**src/rtl/axil_reg_slave.sv**
```systemverilog
`default_nettype none
// ============================================================================
//  Module   : axil_reg_slave
//  Purpose  : AXI-Lite responder backed by a bank of NUM_REGS 32-bit
//             read/write control registers. Single-beat reads and writes,
//             byte strobes, OKAY / error responses, flat register export.
//  Revision : 1.0  initial release
// ----------------------------------------------------------------------------
//  Ports
//    aclk, areset          clock, synchronous active-high reset
//    s_axil_aw*            write address channel (addr, valid, ready)
//    s_axil_w*             write data channel (data, strb, valid, ready)
//    s_axil_b*             write response channel (resp, valid, ready)
//    s_axil_ar*            read address channel (addr, valid, ready)
//    s_axil_r*             read data channel (data, resp, valid, ready)
//    regs_o                register k at bits [32k+31:32k]
//    wr_pulse_o            bit k pulses for one cycle after reg k is written
//  Configuration
//    AXIL_REG_SLAVE_DECERR_EN  defined  : out-of-range access returns DECERR
//                              undefined: out-of-range access returns SLVERR
// ============================================================================
module axil_reg_slave #(
    parameter int ADDR_WIDTH = 32,
    parameter int DATA_WIDTH = 32,   // only 32 is supported
    parameter int NUM_REGS   = 16    // power of two, 2..256
) (
    input  logic                           aclk,
    input  logic                           areset,
    // write address
    input  logic [ADDR_WIDTH-1:0]          s_axil_awaddr,
    input  logic                           s_axil_awvalid,
    output logic                           s_axil_awready,
    // write data
    input  logic [DATA_WIDTH-1:0]          s_axil_wdata,
    input  logic [DATA_WIDTH/8-1:0]        s_axil_wstrb,
    input  logic                           s_axil_wvalid,
    output logic                           s_axil_wready,
    // write response
    output logic [1:0]                     s_axil_bresp,
    output logic                           s_axil_bvalid,
    input  logic                           s_axil_bready,
    // read address
    input  logic [ADDR_WIDTH-1:0]          s_axil_araddr,
    input  logic                           s_axil_arvalid,
    output logic                           s_axil_arready,
    // read data
    output logic [DATA_WIDTH-1:0]          s_axil_rdata,
    output logic [1:0]                     s_axil_rresp,
    output logic                           s_axil_rvalid,
    input  logic                           s_axil_rready,
    // user side
    output logic [NUM_REGS*DATA_WIDTH-1:0] regs_o,
    output logic [NUM_REGS-1:0]            wr_pulse_o
);

    localparam int         c_idx_w  = $clog2(NUM_REGS);
    localparam int         c_strb_w = DATA_WIDTH / 8;
    localparam logic [1:0] c_resp_ok = 2'b00;
`ifdef AXIL_REG_SLAVE_DECERR_EN
    localparam logic [1:0] c_resp_err = 2'b11;
`else
    localparam logic [1:0] c_resp_err = 2'b10;
`endif

    // ------------------------------------------------------------------------
    // State
    // ------------------------------------------------------------------------
    logic [DATA_WIDTH-1:0] r_regs [NUM_REGS];
    logic [NUM_REGS-1:0]   r_wr_pulse;

    logic                  r_aw_held;
    logic [ADDR_WIDTH-1:0] r_aw_addr;
    logic                  r_w_held;
    logic [DATA_WIDTH-1:0] r_w_data;
    logic [c_strb_w-1:0]   r_w_strb;

    logic                  r_bvalid;
    logic [1:0]            r_bresp;
    logic                  r_rvalid;
    logic [1:0]            r_rresp;
    logic [DATA_WIDTH-1:0] r_rdata;

    // ------------------------------------------------------------------------
    // Handshakes and write-execute decision
    // ------------------------------------------------------------------------
    logic                  w_aw_hs, w_w_hs, w_ar_hs;
    logic                  w_do_write;
    logic [ADDR_WIDTH-1:0] w_wr_addr;
    logic [DATA_WIDTH-1:0] w_wr_data;
    logic [c_strb_w-1:0]   w_wr_strb;
    logic [c_idx_w-1:0]    w_wr_idx, w_rd_idx;
    logic                  w_wr_in_range, w_rd_in_range;
    logic                  w_unused_addr_lsbs;

    // Ready is forced low during reset so nothing is accepted before the
    // first cycle after reset deasserts.
    assign s_axil_awready = !areset && !r_aw_held && !r_bvalid;
    assign s_axil_wready  = !areset && !r_w_held  && !r_bvalid;
    assign s_axil_arready = !areset && !r_rvalid;

    assign w_aw_hs = s_axil_awvalid && s_axil_awready;
    assign w_w_hs  = s_axil_wvalid  && s_axil_wready;
    assign w_ar_hs = s_axil_arvalid && s_axil_arready;

    // A channel is "available" if it is held or handshaking this cycle; the
    // write fires on the edge where both become available.
    assign w_do_write = (r_aw_held || w_aw_hs) && (r_w_held || w_w_hs);

    assign w_wr_addr = r_aw_held ? r_aw_addr : s_axil_awaddr;
    assign w_wr_data = r_w_held  ? r_w_data  : s_axil_wdata;
    assign w_wr_strb = r_w_held  ? r_w_strb  : s_axil_wstrb;

    assign w_wr_idx      = w_wr_addr[c_idx_w+1:2];
    assign w_wr_in_range = (w_wr_addr[ADDR_WIDTH-1:c_idx_w+2] == '0);
    assign w_rd_idx      = s_axil_araddr[c_idx_w+1:2];
    assign w_rd_in_range = (s_axil_araddr[ADDR_WIDTH-1:c_idx_w+2] == '0);

    // Byte-offset bits carry no meaning for word registers.
    assign w_unused_addr_lsbs = ^{w_wr_addr[1:0], s_axil_araddr[1:0]};

    // ------------------------------------------------------------------------
    // Write holding registers and response
    // ------------------------------------------------------------------------
    always_ff @(posedge aclk) begin
        if (areset) begin
            r_aw_held <= 1'b0;
            r_aw_addr <= '0;
            r_w_held  <= 1'b0;
            r_w_data  <= '0;
            r_w_strb  <= '0;
            r_bvalid  <= 1'b0;
            r_bresp   <= c_resp_ok;
        end else begin
            if (w_do_write) begin
                r_aw_held <= 1'b0;
                r_w_held  <= 1'b0;
                r_bvalid  <= 1'b1;
                r_bresp   <= w_wr_in_range ? c_resp_ok : c_resp_err;
            end else begin
                if (w_aw_hs) begin
                    r_aw_held <= 1'b1;
                    r_aw_addr <= s_axil_awaddr;
                end
                if (w_w_hs) begin
                    r_w_held <= 1'b1;
                    r_w_data <= s_axil_wdata;
                    r_w_strb <= s_axil_wstrb;
                end
                if (r_bvalid && s_axil_bready) begin
                    r_bvalid <= 1'b0;
                end
            end
        end
    end

    // ------------------------------------------------------------------------
    // Register bank. The write pulse fires for any in-range write, including
    // an all-zero strobe, so user logic sees every access to its register.
    // ------------------------------------------------------------------------
    always_ff @(posedge aclk) begin
        if (areset) begin
            for (int k = 0; k < NUM_REGS; k++) begin
                r_regs[k] <= '0;
            end
            r_wr_pulse <= '0;
        end else begin
            r_wr_pulse <= '0;
            if (w_do_write && w_wr_in_range) begin
                for (int b = 0; b < c_strb_w; b++) begin
                    if (w_wr_strb[b]) begin
                        r_regs[w_wr_idx][8*b +: 8] <= w_wr_data[8*b +: 8];
                    end
                end
                r_wr_pulse[w_wr_idx] <= 1'b1;
            end
        end
    end

    // ------------------------------------------------------------------------
    // Read path. Sampling r_regs here yields the pre-edge value, so a read
    // racing a write to the same register returns the old contents.
    // ------------------------------------------------------------------------
    always_ff @(posedge aclk) begin
        if (areset) begin
            r_rvalid <= 1'b0;
            r_rresp  <= c_resp_ok;
            r_rdata  <= '0;
        end else if (w_ar_hs) begin
            r_rvalid <= 1'b1;
            r_rresp  <= w_rd_in_range ? c_resp_ok : c_resp_err;
            r_rdata  <= w_rd_in_range ? r_regs[w_rd_idx] : '0;
        end else if (r_rvalid && s_axil_rready) begin
            r_rvalid <= 1'b0;
        end
    end

    // ------------------------------------------------------------------------
    // Outputs
    // ------------------------------------------------------------------------
    assign s_axil_bvalid = r_bvalid;
    assign s_axil_bresp  = r_bresp;
    assign s_axil_rvalid = r_rvalid;
    assign s_axil_rresp  = r_rresp;
    assign s_axil_rdata  = r_rdata;
    assign wr_pulse_o    = r_wr_pulse;

    generate
        for (genvar k = 0; k < NUM_REGS; k++) begin : g_regs_out
            assign regs_o[k*DATA_WIDTH +: DATA_WIDTH] = r_regs[k];
        end
    endgenerate

endmodule
`default_nettype wire

```
**config.mk**
```make
export PLATFORM = sky130hd
export DESIGN_NAME = axil_reg_slave
export DESIGN_NICKNAME = d
export VERILOG_FILES = /design/src/rtl/axil_reg_slave.sv
export SDC_FILE = /design/constraint.sdc
export NUM_CORES = 1
export LEC_CHECK = 0
export CAP_MARGIN = 30
export CORE_MARGIN = 2
export CORE_UTILIZATION = 40
export CTS_CLUSTER_SIZE = 10
export DETAILED_ROUTE_END_ITERATION = 7
export PLACE_DENSITY = 0.75
export REMOVE_ABC_BUFFERS = 1
export SETUP_SLACK_MARGIN = 0.4
export SYNTH_ARGS = -nofsm -noshare
export SYNTH_HDL_FRONTEND = slang
export SYNTH_SLANG_ARGS = --single-unit
export TNS_END_PERCENT = 50
```
**constraint.sdc**
```tcl
create_clock -name aclk -period 4 [get_ports aclk]
set_input_delay 1.2 -clock aclk [delete_from_list [all_inputs] [get_ports aclk]]
set_output_delay 1.2 -clock aclk [all_outputs]
set_load 0.01 [all_outputs]
```
# Word-level counts from Yosys, hierarchy flattened
# Memories as Yosys holds them, arrays and structs flattened.
# Index checks and enable logic that the tools add are counted.
# totals
n_memories	1
register_bits	124
inputBits	107
latch_bits	0
rom_bits	0
mem_bits_rw	512
out_inout_bits	569
wordCells	78
# op_classes
mux	33
addsub	0
shifts	0
n_bitwise	2
div_mod_pow	0
mul	0
reduce_logical	29
order_cmp	2
n_eq_ne	0
# memory_table
memory	depth	word_bits	rd	rd_clocked_by_memory_dff	wr	line_no	source
r_regs	16	32	17	0	16	68	logic [DATA_WIDTH-1:0] r_regs [NUM_REGS];
# ops
op	n
$mux W32	4
$logic_not A26 Y1	2
$reduce_or A32 Y1	1
$mux W1	23
$logic_and A1 B1 Y1	13
$mux W4	3
$logic_not A1 Y1	5
$lt A4 B5 Y1 const B	1
$demux W1 S4	1
$ge A4 B1 Y1 const B	1
$mux W2	2
$reduce_and A2 Y1	2
$reduce_bool A2 Y1	2
$reduce_or A2 Y1	2
$logic_or A1 B1 Y1	2
$not A1 Y1	2

# Longest topological paths before layout
# logic_depth
word_depth	12
ltp_mapped	8
depth_no_buf	5

# Worst setup path after synthesis
# No wires, ideal clock.
# synth_path
kind	in2reg
start	input port s_axil_awaddr[10]
end	memory r_regs[4][16], enable pin
required_ns	3.616
setup_time_ns	0.384
path_stages	7
setup_slack_ns	0.489
n_path_buf	2
arrival_ns	3.127
path_cell_list	nor4_1 nand4_1 nor4_4 o2111ai_2 buf_4 buf_2 o21ai_0
# synth_lines
element	line_no	source
start, declared	30	input logic [ADDR_WIDTH-1:0] s_axil_awaddr,
end, declared	68	

# Final worst setup path
# layout_path
start	input port areset
end	output port s_axil_arready
# layout_between
elab_chain_len	2
# layout_lines
element	line_no	source
start, declared	28	input logic areset,
$logic_not A1 Y1	99	assign s_axil_arready = !areset && !r_rvalid;
$logic_and A1 B1 Y1	99	
end, declared	45	output logic s_axil_arready,
# Every way passes these cells.

==> flow_metrics.tcl <==
set metrics [dict create \
    outcome "complete, no violations" \
    fin_skew_ps 40.0 \
    fmax_ghz 0.288 \
    vias 22900 \
    slew_headroom 0.385 \
    die_w_um 270 \
    drt_first_pass_iters 6 \
    clockBufferDepth 3 \
    grtUsageTotal 0.285 \
    synth_cell_types 43 \
    end_kind "output pin" \
    crit_chain "buf_4, nor2_1, clkdlybuf4s50_1" \
    clk_pin_slew_worst_paths_ps 50 \
    syn-instance-count 2097 \
    syn2layout_area_growth_pct 37.7 \
    finalHoldViolCount 0 \
    numPortBuffers 669 \
    ctsResizeCount 0 \
    overflow 0 \
    rows 97 \
    final_cell_mix "clkdlybuf4s50_1 (666), edfxtp_1 (512), nor3_1 (389)" \
    postRouteAntennaNets 0 \
    ys_seq_area_frac 0.627 \
    wirelength_um 107000 \
    antenna_found_initial 14 \
    yosys_warnings 0 \
    ir_drop_v 0.000305 \
    synth_flop_cell "edfxtp_1" \
    drcViolationCount 0 \
    cts_setup_buffers 0 \
    synth_top_area_frac 0.542 \
    p_per_area_nw_per_um2 405 \
    root_buffer "clkbuf_16" \
    final_area_um2 39000 \
    layout.nets 2870 \
    die_h_um 270 \
    seqPwrFrac 0.473 \
    h-tree-depth 3 \
    cts_sinks 632 \
    ioPinCount 676 \
    period_needed_ps 3470 \
    slew_violations 0 \
    period_share 0.867 \
    p_clk_frac 0.407 \
    fin_util 0.556 \
    async_flop_share 0 \
    grt_max_degree 133 \
    vias_per_cell 6.08 \
    drive_above_1_share 0.203 \
    cpPeakStageDelay_ps 600 \
    switching_share 0.253 \
    start_util 0.404 \
    cts_tree "done" \
    combPwrFrac 0.120 \
    clock_latency_ps 610 \
    arrival_ps 2270 \
    routedWlPerCell_um 28.4 \
    cp_num_buf_inv 2 \
    synth_area_per_cell_um2 13.5 \
    internal_power_mw 11.8 \
    core_um2 70100 \
    placed_cell_area_um2 36700 \
    startpoint_type "input pin" \
    p_sw_mw 4.00 \
    drt_iter0_drc 3566 \
    tightest_slew_ps 920 \
    cp_top_family "buffers and inverters" \
    power_leakage_nw 12.7 \
    die_area_um2 73000 \
    setup_violations 0 \
    drv_cap 0 \
    grt_pass1_wl_um 155000 \
    hold_buffers 0 \
    cts_buffers 75 \
    cp_data_required_time_ps 2800 \
    cp_slowest_cell "clkdlybuf4s50_1" \
    synth_edf_count 512 \
    netlist_area_um2 28300 \
    rsz0062_at_grt "no" \
    synth.area.top_cells "edfxtp_1 (54%), mux4_2 (10%), dfxtp_1 (8.5%), nor3_1 (6.9%), nor3_2 (4.6%)" \
    first_global_vias 22600 \
    layout_commonest_cell "clkdlybuf4s50_1" \
    path_class "input pin to output pin" \
    synth_area_leader_cell "edfxtp_1" \
    dpl.hpwl_um 75600 \
    globalplace.congestion 0.963 \
    cp_max_fo 26 \
    hp-class "flop to flop" \
    synth-seq-cells 632 \
]
[per-layer routing]
layer  wire (um)  global-route usage  part of all wire
met5          41                   0           0.00038
met4        4680               0.125             0.044
met3       12400              0.0674              0.12
met2       52600               0.469              0.49
met1       37600               0.361              0.35
[Yosys cell counts, drive strengths merged, types with 3 or more instances]
cell	n
a21oi	70
a22o	33
a22oi	66
buf	114
clkbuf	130
dfxtp	120
edfxtp	512
inv	11
mux2	36
mux4	128
nand2	211
nand4	3
nor2	27
nor2b	5
nor3	520
nor4	16
o2111ai	4
o21ai	49
o31ai	16
o32ai	4
[area by class of cell]
class                           count  area (um^2)
Clock buffer                      132         2200
Sequential cell                   632        17800
Timing Repair Buffer              832         8190
Inverter                           11         41.3
Antenna cell                        9         22.5
Clock inverter                      6         73.8
Multi-Input combinational cell   1211         9540
Tap cell                          940         1180
Fill cell                        5620        31100
[path summary, 6_finish.rpt]
kind	from	cells past startpoint	end	slack, ps
max	areset	3	s_axil_arready	530
min	r_w_data[18]$_SDFFE_PP0P_	2	r_w_data[18]$_SDFFE_PP0P_	450
min reg2reg	r_w_data[18]$_SDFFE_PP0P_	2	r_w_data[18]$_SDFFE_PP0P_	450
max reg2reg	r_aw_held$_SDFFE_PP0P_	8	r_regs[14][17]$_SDFFCE_PN0P_	870
[sequential cells by signal, summed over array words and instances (netlist names)]
signal and cells:
r_aw_addr 30, r_aw_held 1, r_regs 512, r_w_data 32, r_w_held 1, r_w_strb 4, s_axil_bresp 1, s_axil_bvalid 1
s_axil_rdata 32, s_axil_rresp 1, s_axil_rvalid 1, wr_pulse_o 16
[worst reg2reg max path: stages, from the launching register on]
cell	delay, ps
dfxtp_1	540
buf_4	240
nor4b_2	220
nand2_1	140
o41ai_4	570
o2111ai_4	290
buf_12	250
o31ai_1	350
buf_4	240
[logic make-up after synthesis]
group,count (synthesis),synth area share
and+or+nand+nor,794,0.156
DFF,632,0.627
buffers and inverters,255,0.0410
AOI/OAI and AO/OA,251,0.0594
muxes,164,0.116
other,1,0.000132
[metrics by stage]
stage          setup WS [ps]  std cells  hold slack [ps]  setup TNS (ps)  power (mW)
2_1_floorplan          -5780       1854              425        -3718200        8.31
3_3_place_gp             124       3626              441               0        9.44
3_5_place_dp             141       3626              447               0        9.48
4_1_cts                  541       3764              454               0        15.8
5_1_grt                  474       3772              473               0        16.2
6_report                 532       3773              453               0        15.8
[power groups by stage]
| stage | combinational (mW) | clock, mW | sequential, mW |
|---|---|---|---|
| final | 1.89 | 6.43 | 7.48 |
| after CTS | 1.88 | 6.45 | 7.47 |
| after global routing | 1.98 | 6.73 | 7.49 |
| after global placement | 1.84 | 0 | 7.60 |
| after floorplan | 0.678 | 0 | 7.63 |
| after detailed placement | 1.87 | 0 | 7.61 |
Power figures use the tool's default switching activity.
